==> config.mk <==
export PLATFORM = sky130hd
export DESIGN_NAME = inst_fetch
export DESIGN_NICKNAME = d
export VERILOG_FILES = /design/src/rtl/inst_fetch.sv
export SDC_FILE = /design/constraint.sdc
export NUM_CORES = 1
export LEC_CHECK = 0
export CORE_ASPECT_RATIO = 1.4
export CORE_MARGIN = 2
export CORE_UTILIZATION = 46
export DETAILED_ROUTE_END_ITERATION = 7
export DONT_BUFFER_PORTS = 1
export PLACE_DENSITY = 0.61
export REMOVE_ABC_BUFFERS = 1
export SLEW_MARGIN = 5
export SYNTH_ARGS = -nofsm -noshare
export SYNTH_HDL_FRONTEND = slang
export SYNTH_SLANG_ARGS = --single-unit
==> constraint.sdc <==
create_clock -name clk -period 2.2 [get_ports clk]
set_clock_uncertainty 0.05 [all_clocks]
set_input_delay 0.33 -clock clk [delete_from_list [all_inputs] [get_ports clk]]
set_output_delay 0.33 -clock clk [all_outputs]
set_load 0.03 [all_outputs]
==> src/rtl/inst_fetch.sv <==
// Instruction fetch stage: drives the PC enable and imem read, buffers fetched words, hands them to decode.
// Optional halt-opcode detection is compiled in with `define HALT_DETECT_EN.
module inst_fetch #(
  parameter int         PC_WIDTH    = 8,
  parameter int         INST_WIDTH  = 32,
  parameter int         FIFO_DEPTH  = 4,
  parameter logic [3:0] HALT_OPCODE = 4'hF
) (
  input  logic                  clk,
  input  logic                  rst,
  input  logic                  start,
  input  logic                  stop,
  input  logic                  flush,
  input  logic [PC_WIDTH-1:0]   pc_in,
  output logic                  pc_en,
  output logic                  imem_rd_en,
  output logic [PC_WIDTH-1:0]   imem_addr,
  input  logic [INST_WIDTH-1:0] imem_rdata,
  output logic                  inst_valid,
  input  logic                  inst_ready,
  output logic [INST_WIDTH-1:0] inst_out,
  output logic [PC_WIDTH-1:0]   inst_pc,
  output logic                  busy,
  output logic                  halted
);

  localparam int AW = $clog2(FIFO_DEPTH);

  typedef enum logic [1:0] {
    S_IDLE = 2'd0,
    S_RUN  = 2'd1
`ifdef HALT_DETECT_EN
    , S_HALT = 2'd2
`endif
  } state_t;

  function automatic logic is_halt(input logic [3:0] opcode);
    return opcode == HALT_OPCODE;
  endfunction

  state_t                state, state_next;
  logic                  inflight;
  logic [PC_WIDTH-1:0]   inflight_pc;
  logic [AW-1:0]         wr_ptr, rd_ptr;
  logic [AW:0]           count;
  logic [INST_WIDTH-1:0] buf_inst [FIFO_DEPTH];
  logic [PC_WIDTH-1:0]   buf_pc   [FIFO_DEPTH];

  logic       issue, push, pop, halt_hit;
  logic [AW+1:0] occupancy;

  // Credit check counts the outstanding read, so a response always finds a free slot.
  assign occupancy  = {1'b0, count} + (AW+2)'(inflight);
  assign issue      = (state == S_RUN) && !flush && (occupancy < (AW+2)'(FIFO_DEPTH));
  assign pc_en      = issue;
  assign imem_rd_en = issue;
  assign imem_addr  = pc_in;

  assign push       = inflight && !flush;
  assign inst_valid = (count != '0);
  assign pop        = inst_valid && inst_ready;
  assign inst_out   = buf_inst[rd_ptr];
  assign inst_pc    = buf_pc[rd_ptr];
  assign busy       = (state == S_RUN) || inflight || inst_valid;

`ifdef HALT_DETECT_EN
  assign halt_hit = push && is_halt(imem_rdata[INST_WIDTH-1 -: 4]);
  assign halted   = (state == S_HALT);
`else
  assign halt_hit = 1'b0;
  assign halted   = 1'b0;
`endif

  // NOTE: every signal assigned in always_comb gets a default first, so no path infers a latch.
  always_comb begin
    state_next = state;
    case (state)
      S_IDLE:  if (start && !stop) state_next = S_RUN;
      S_RUN:   if (stop) state_next = S_IDLE;
      default: state_next = state;
    endcase
`ifdef HALT_DETECT_EN
    // A halt capture overrides stop; only rst leaves HALT.
    if (halt_hit) state_next = S_HALT;
`endif
  end

  // NOTE: sequential state uses non-blocking assignments so every register samples pre-edge values.
  always_ff @(posedge clk) begin
    if (rst) begin
      state       <= S_IDLE;
      inflight    <= 1'b0;
      inflight_pc <= '0;
    end else begin
      state    <= state_next;
      inflight <= issue;
      if (issue) inflight_pc <= pc_in;
    end
  end

  always_ff @(posedge clk) begin
    if (rst) begin
      wr_ptr <= '0;
      rd_ptr <= '0;
      count  <= '0;
      // NOTE: the buffer storage is small and reset here so inst_out/inst_pc read 0 out of reset.
      for (int i = 0; i < FIFO_DEPTH; i++) begin
        buf_inst[i] <= '0;
        buf_pc[i]   <= '0;
      end
    end else if (flush) begin
      wr_ptr <= '0;
      rd_ptr <= '0;
      count  <= '0;
    end else begin
      if (push) begin
        buf_inst[wr_ptr] <= imem_rdata;
        buf_pc[wr_ptr]   <= inflight_pc;
        wr_ptr           <= wr_ptr + 1'b1;
      end
      if (pop) rd_ptr <= rd_ptr + 1'b1;
      case ({push, pop})
        2'b10:   count <= count + 1'b1;
        2'b01:   count <= count - 1'b1;
        default: count <= count;
      endcase
    end
  end

endmodule

---- Yosys cells after proc, flatten, opt, wreduce, memory -nomap -nowiden ----
Memory sizes are Yosys's and may differ from the RTL's. A register that Yosys moved wholly into a read port is not among the register bits.
Cells that the tools add are included.
storage, ports and cells
  register bits after elaboration ......... 18
  output and inout port bits .............. 53
  logic and storage cells ................. 56
  memory bits (writable) .................. 160
  input bits .............................. 46
  memories ................................ 2
cells by class
  mux-type cells .......................... 20
  equality and inequality tests ........... 5
  reductions and logical operators ........ 17
  add/subtract/negate cells ............... 5
  order comparisons ....................... 1
memory list
  memory    words  width  read ports  clocked after memory_dff  wr ports  RTL line  text
  buf_inst  4      32     1           1                         4         46        logic [INST_WIDTH-1:0] buf_inst [FIFO_DEPTH];
  buf_pc    4      8      1           1                         4         47        logic [PC_WIDTH-1:0] buf_pc [FIFO_DEPTH];
operator list
  cell                 number
  $mux 32              1
  $reduce_or 32->1     1
  $mux 2               8
  $mux 1               8
  $mux 8               1
  $reduce_or 8->1      1
  $pmux 3 s2           1
  $logic_and 1x1->1    5
  $add 2x1->2 const B  2
  $add 3x1->4          1
  $eq 2x1->1 const B   2
  $lt 4x3->1 const B   1
  $ne 2x2->1 const B   2
  $pmux 2 s2           1
  $reduce_bool 2->1    2
  $add 3x1->3 const B  1
  $reduce_and 3->1     1
  $reduce_bool 3->1    1
  $sub 3x1->3 const B  1
  $eq 2x2->1 const B   1
  $logic_not 1->1      2
  $logic_not 2->1      1
  $logic_or 1x1->1     2
  $reduce_or 2->1      1

---- Logic depth before layout (Yosys ltp) ----
  depth in word-level cells ............... 8
  depth in mapped cells ................... 8
  mapped depth without buffers ............ 8

---- Worst setup path after synthesis ----
OpenSTA, ideal clock, no wires.
  kind .................................... register -> register
  start point ............................. reg inflight
  end point ............................... mem buf_inst[0][0], enable pin
  buffers on the path ..................... 0
  cell stages (with the launch flop) ...... 4
  setup time .............................. 0.380 ns
  period minus slack after synthesis ...... 2.006 ns
  required time ........................... 1.770 ns
  path slack .............................. 0.194 ns
  arrival ................................. 1.576 ns
  cell sequence ........................... dfxtp_1 > or3b_4 > nor3_4 > or2_2
RTL lines
  what                    RTL line  text
  start, declared         42        logic inflight;
  start signal, assigned  96        inflight <= issue;
  end, declared           46

---- Worst setup path in the final report ----
  start point ............................. reg count[2]
  end point ............................... out busy
between the ends
  cells in the longest elaborated chain, start to end .. 2
RTL lines
  what                    RTL line  text
  start, declared         45        logic [AW:0] count;
  start signal, assigned  123       2'b10: count <= count + 1'b1;
  start signal, assigned  124       2'b01: count <= count - 1'b1;
  start signal, assigned  125       default: count <= count;
  $reduce_bool 3->1       60        assign inst_valid = (count != '0);
  $logic_or 1x1->1        64        assign busy = (state == S_RUN) || inflight || inst_valid;
  end, declared           23        output logic busy,
No other way between the ends.

==> results.sh <==
export IMPL_dieHeight_microns=159
export IMPL_setup_viol=0
export IMPL_tightest_slew_ps=653
export IMPL_synth_edf_count=160
export IMPL_drt_iter0_drc=281
export IMPL_grt_max_degree=41
export IMPL_drt_vias_per_instance=5.44
export IMPL_yosys_cell_types_count=34
export IMPL_stdcell_count=711
export IMPL_grt_pass1_vias=4130
export IMPL_synth_top_cells_by_area="edfxtp_1, mux4_2, and2_1, dfxtp_1, and2_2"
export IMPL_leakagePower_nw=3.07
export IMPL_final_cell_mix="edfxtp_1, and2_1, mux4_2, and2_2"
export IMPL_finalHoldViolCount=0
export IMPL_rsz0062_at_grt="no"
export IMPL_synthFlopType="edfxtp_1"
export IMPL_syn_area_sq_um=7850
export IMPL_crit_family="simple AND/OR/NAND/NOR gates"
export IMPL_final_nets=543
export IMPL_cts_clk_slew_worst_paths_ps=60
export IMPL_place_area_sq_um=8130
export IMPL_yosys_area_share_simple=0.166
export IMPL_vias=3870
export IMPL_async_flop_share=0
export IMPL_synth_warnings=0
export IMPL_synth_top_cell_area_share=0.612
export IMPL_yosysTopAreaCell="edfxtp_1"
export IMPL_start_util=0.469
export IMPL_syn_inst=492
export IMPL_final_max_slew_viol_count=0
export IMPL_dp_cells=669
export IMPL_start_kind="flop"
export IMPL_cp_data_required_time_ps=1820
export IMPL_maxCapViolations=0
export IMPL_worst_skew_pair_late_latency_ps=420
export IMPL_htreeDepth=4
export IMPL_rows=56
export IMPL_yosysSeqAreaShare=0.660
export IMPL_finalCritPeriodShare=0.947
export IMPL_gp_congestion=0.699
export IMPL_path_cells="or3_1 > or3_2"
export IMPL_yosys_register_bits=179
export IMPL_relSlewSlack=0.564
export IMPL_crit_fanout=6
export IMPL_core_area_sq_um=16700
export IMPL_fin_tns_setup_ps=0
export IMPL_design_area_sq_um=8790
export IMPL_fp_dieArea_sq_um=18100
export IMPL_dp_hpwl_microns=8470
export IMPL_grt_pass1_wl_microns=23200
export IMPL_die_width_microns=114
export IMPL_firstDrtPassIters=4
export IMPL_cts_root_buf="clkbuf_16"
export IMPL_endpoint_kind="primary output"
export IMPL_path_buf_inv=0
export IMPL_portBuffers=0
export IMPL_area_growth_pct=11.9
export IMPL_p_per_area_nw_per_um2=792
export IMPL_grt_use_total=0.177
export IMPL_floorplan_io_pins=99
export IMPL_grt_antenna_before_repair=0
export IMPL_antenna_left=0
export IMPL_synth_compound_area_frac=0.00749
export IMPL_syn_area_per_cell_sq_um=16.0
export IMPL_wire_per_inst_microns=21.5
export IMPL_clock_path_buffers=2
export IMPL_slowest_stage="or3_2"
export IMPL_status="finished clean"
export IMPL_peakVddDrop_v=0.000502
export IMPL_synth_xor_area_share=0.00669
export IMPL_path_class="reg2out"
export IMPL_clock_sinks=179
export IMPL_critPathMaxStageDelay_ps=540
export IMPL_worst_ep_arrival_time_ps=1700
export IMPL_layout_commonest_cell="edfxtp_1"
export IMPL_hold_path_class="in2reg"
export IMPL_overflow=0
export IMPL_final_layout_size_suffix_gt1_frac=0.250
export IMPL_drc=0
export IMPL_synth_top_family_by_area="simple AND/OR/NAND/NOR gates"
export IMPL_fin_crit_ps=2080
export IMPL_yosys_area_share_adder=0.00414
export IMPL_synth_area_mux_share=0.125
export IMPL_fmax_ghz=0.480
export IMPL_cts_buffers=17
export IMPL_wl_microns=15300
export IMPL_cts_tree="built"
export IMPL_diodes=0
==> worst register-to-register path: cells and delay by family, from the launching register on <==
family / cells / cell delay, ps
fa+ha+maj: 2 / 570
simple gates: 2 / 560
flops: 1 / 360
xor+xnor: 1 / 170
buf+inv: 2 / 140
compound gates: 1 / 140
==> registers in the layout, indices dropped and copies added, names as in the netlist, named ones only <==
signal and cells:
buf_inst 128, rd_ptr 2, buf_pc 32, state 1
count 3, inflight_pc 8, wr_ptr 2, inflight 1
==> area by class of cell <==
type                            count  area, sq um
Timing Repair Buffer               24          313
Inverter                            6         22.5
Tap cell                          203          254
Sequential cell                   179         5190
Fill cell                        1350         7960
Clock inverter                      9          106
Clock buffer                       23          458
Multi-Input combinational cell    267         2440
==> report_power, final <==
group          internal [mW]  switching (mW)  total [mW]  leakage, nW
registers               3.79          0.0288        3.82         1.81
logic                 0.0813           0.172       0.253         1.00
clock network           1.70            1.18        2.88        0.257
==> path summary, 6_finish.rpt <==
path	endpoint	cells past startpoint	start	slack, ps
max	busy	2	count[2]	120
min	inflight_pc[0]	2	pc_in[0]	20
max reg2reg	count[2]	8	inflight	130
min reg2reg	inflight_pc[3]	2	inflight_pc[3]	450
==> through the flow <==
step                      total power, mW   util  setup slack (ps)  hold slack, ps
final                                6.96  0.525               117            23.9
after global routing                 7.17  0.525              27.2            6.93
after CTS                            7.02  0.525              76.7            3.71
after detailed placement             4.15  0.485              91.7             358
after global placement               4.14  0.485               205             357
after floorplan                      4.07      -              -708             352
==> layer usage <==
layer	track usage	vias to the layer above	routed length [microns]	part of all wire
met1	0.206	2003	6100	0.40
met4	0.0592	0	252	0.017
met2	0.310	78	8090	0.53
met3	0.0575	17	816	0.053
li1	-	1772	-	-
met5	0	-	0	0
==> cell families after synthesis <==
| logic type | after synthesis |
|---|---|
| flops | 179 |
| xor+xnor | 6 |
| simple gates | 202 |
| compound gates | 8 |
| other cells | 1 |
| mux | 48 |
| fa+ha+maj | 2 |
| buf+inv | 46 |
==> Yosys cell counts (6+ instances only) <==
| library cell | n |
|---|---|
| and2_1 | 131 |
| and2_2 | 29 |
| buf_2 | 6 |
| buf_4 | 10 |
| clkbuf_1 | 12 |
| clkbuf_2 | 12 |
| dfxtp_1 | 19 |
| edfxtp_1 | 160 |
| inv_1 | 6 |
| mux2i_1 | 8 |
| mux4_2 | 40 |
| nand2b_1 | 16 |
| nor2_1 | 11 |
==> timing repair <==
item / 4_1_cts / 5_1_grt
gates cloned: 0 / 0
setup endpoints to repair: 31 / 1
resized for setup: 0 / 2
setup buffers: 2 / 0
endpoints found under the hold margin: 7 / 0
hold buffers: 8 / 0
(Power assumes the default switching activity.)
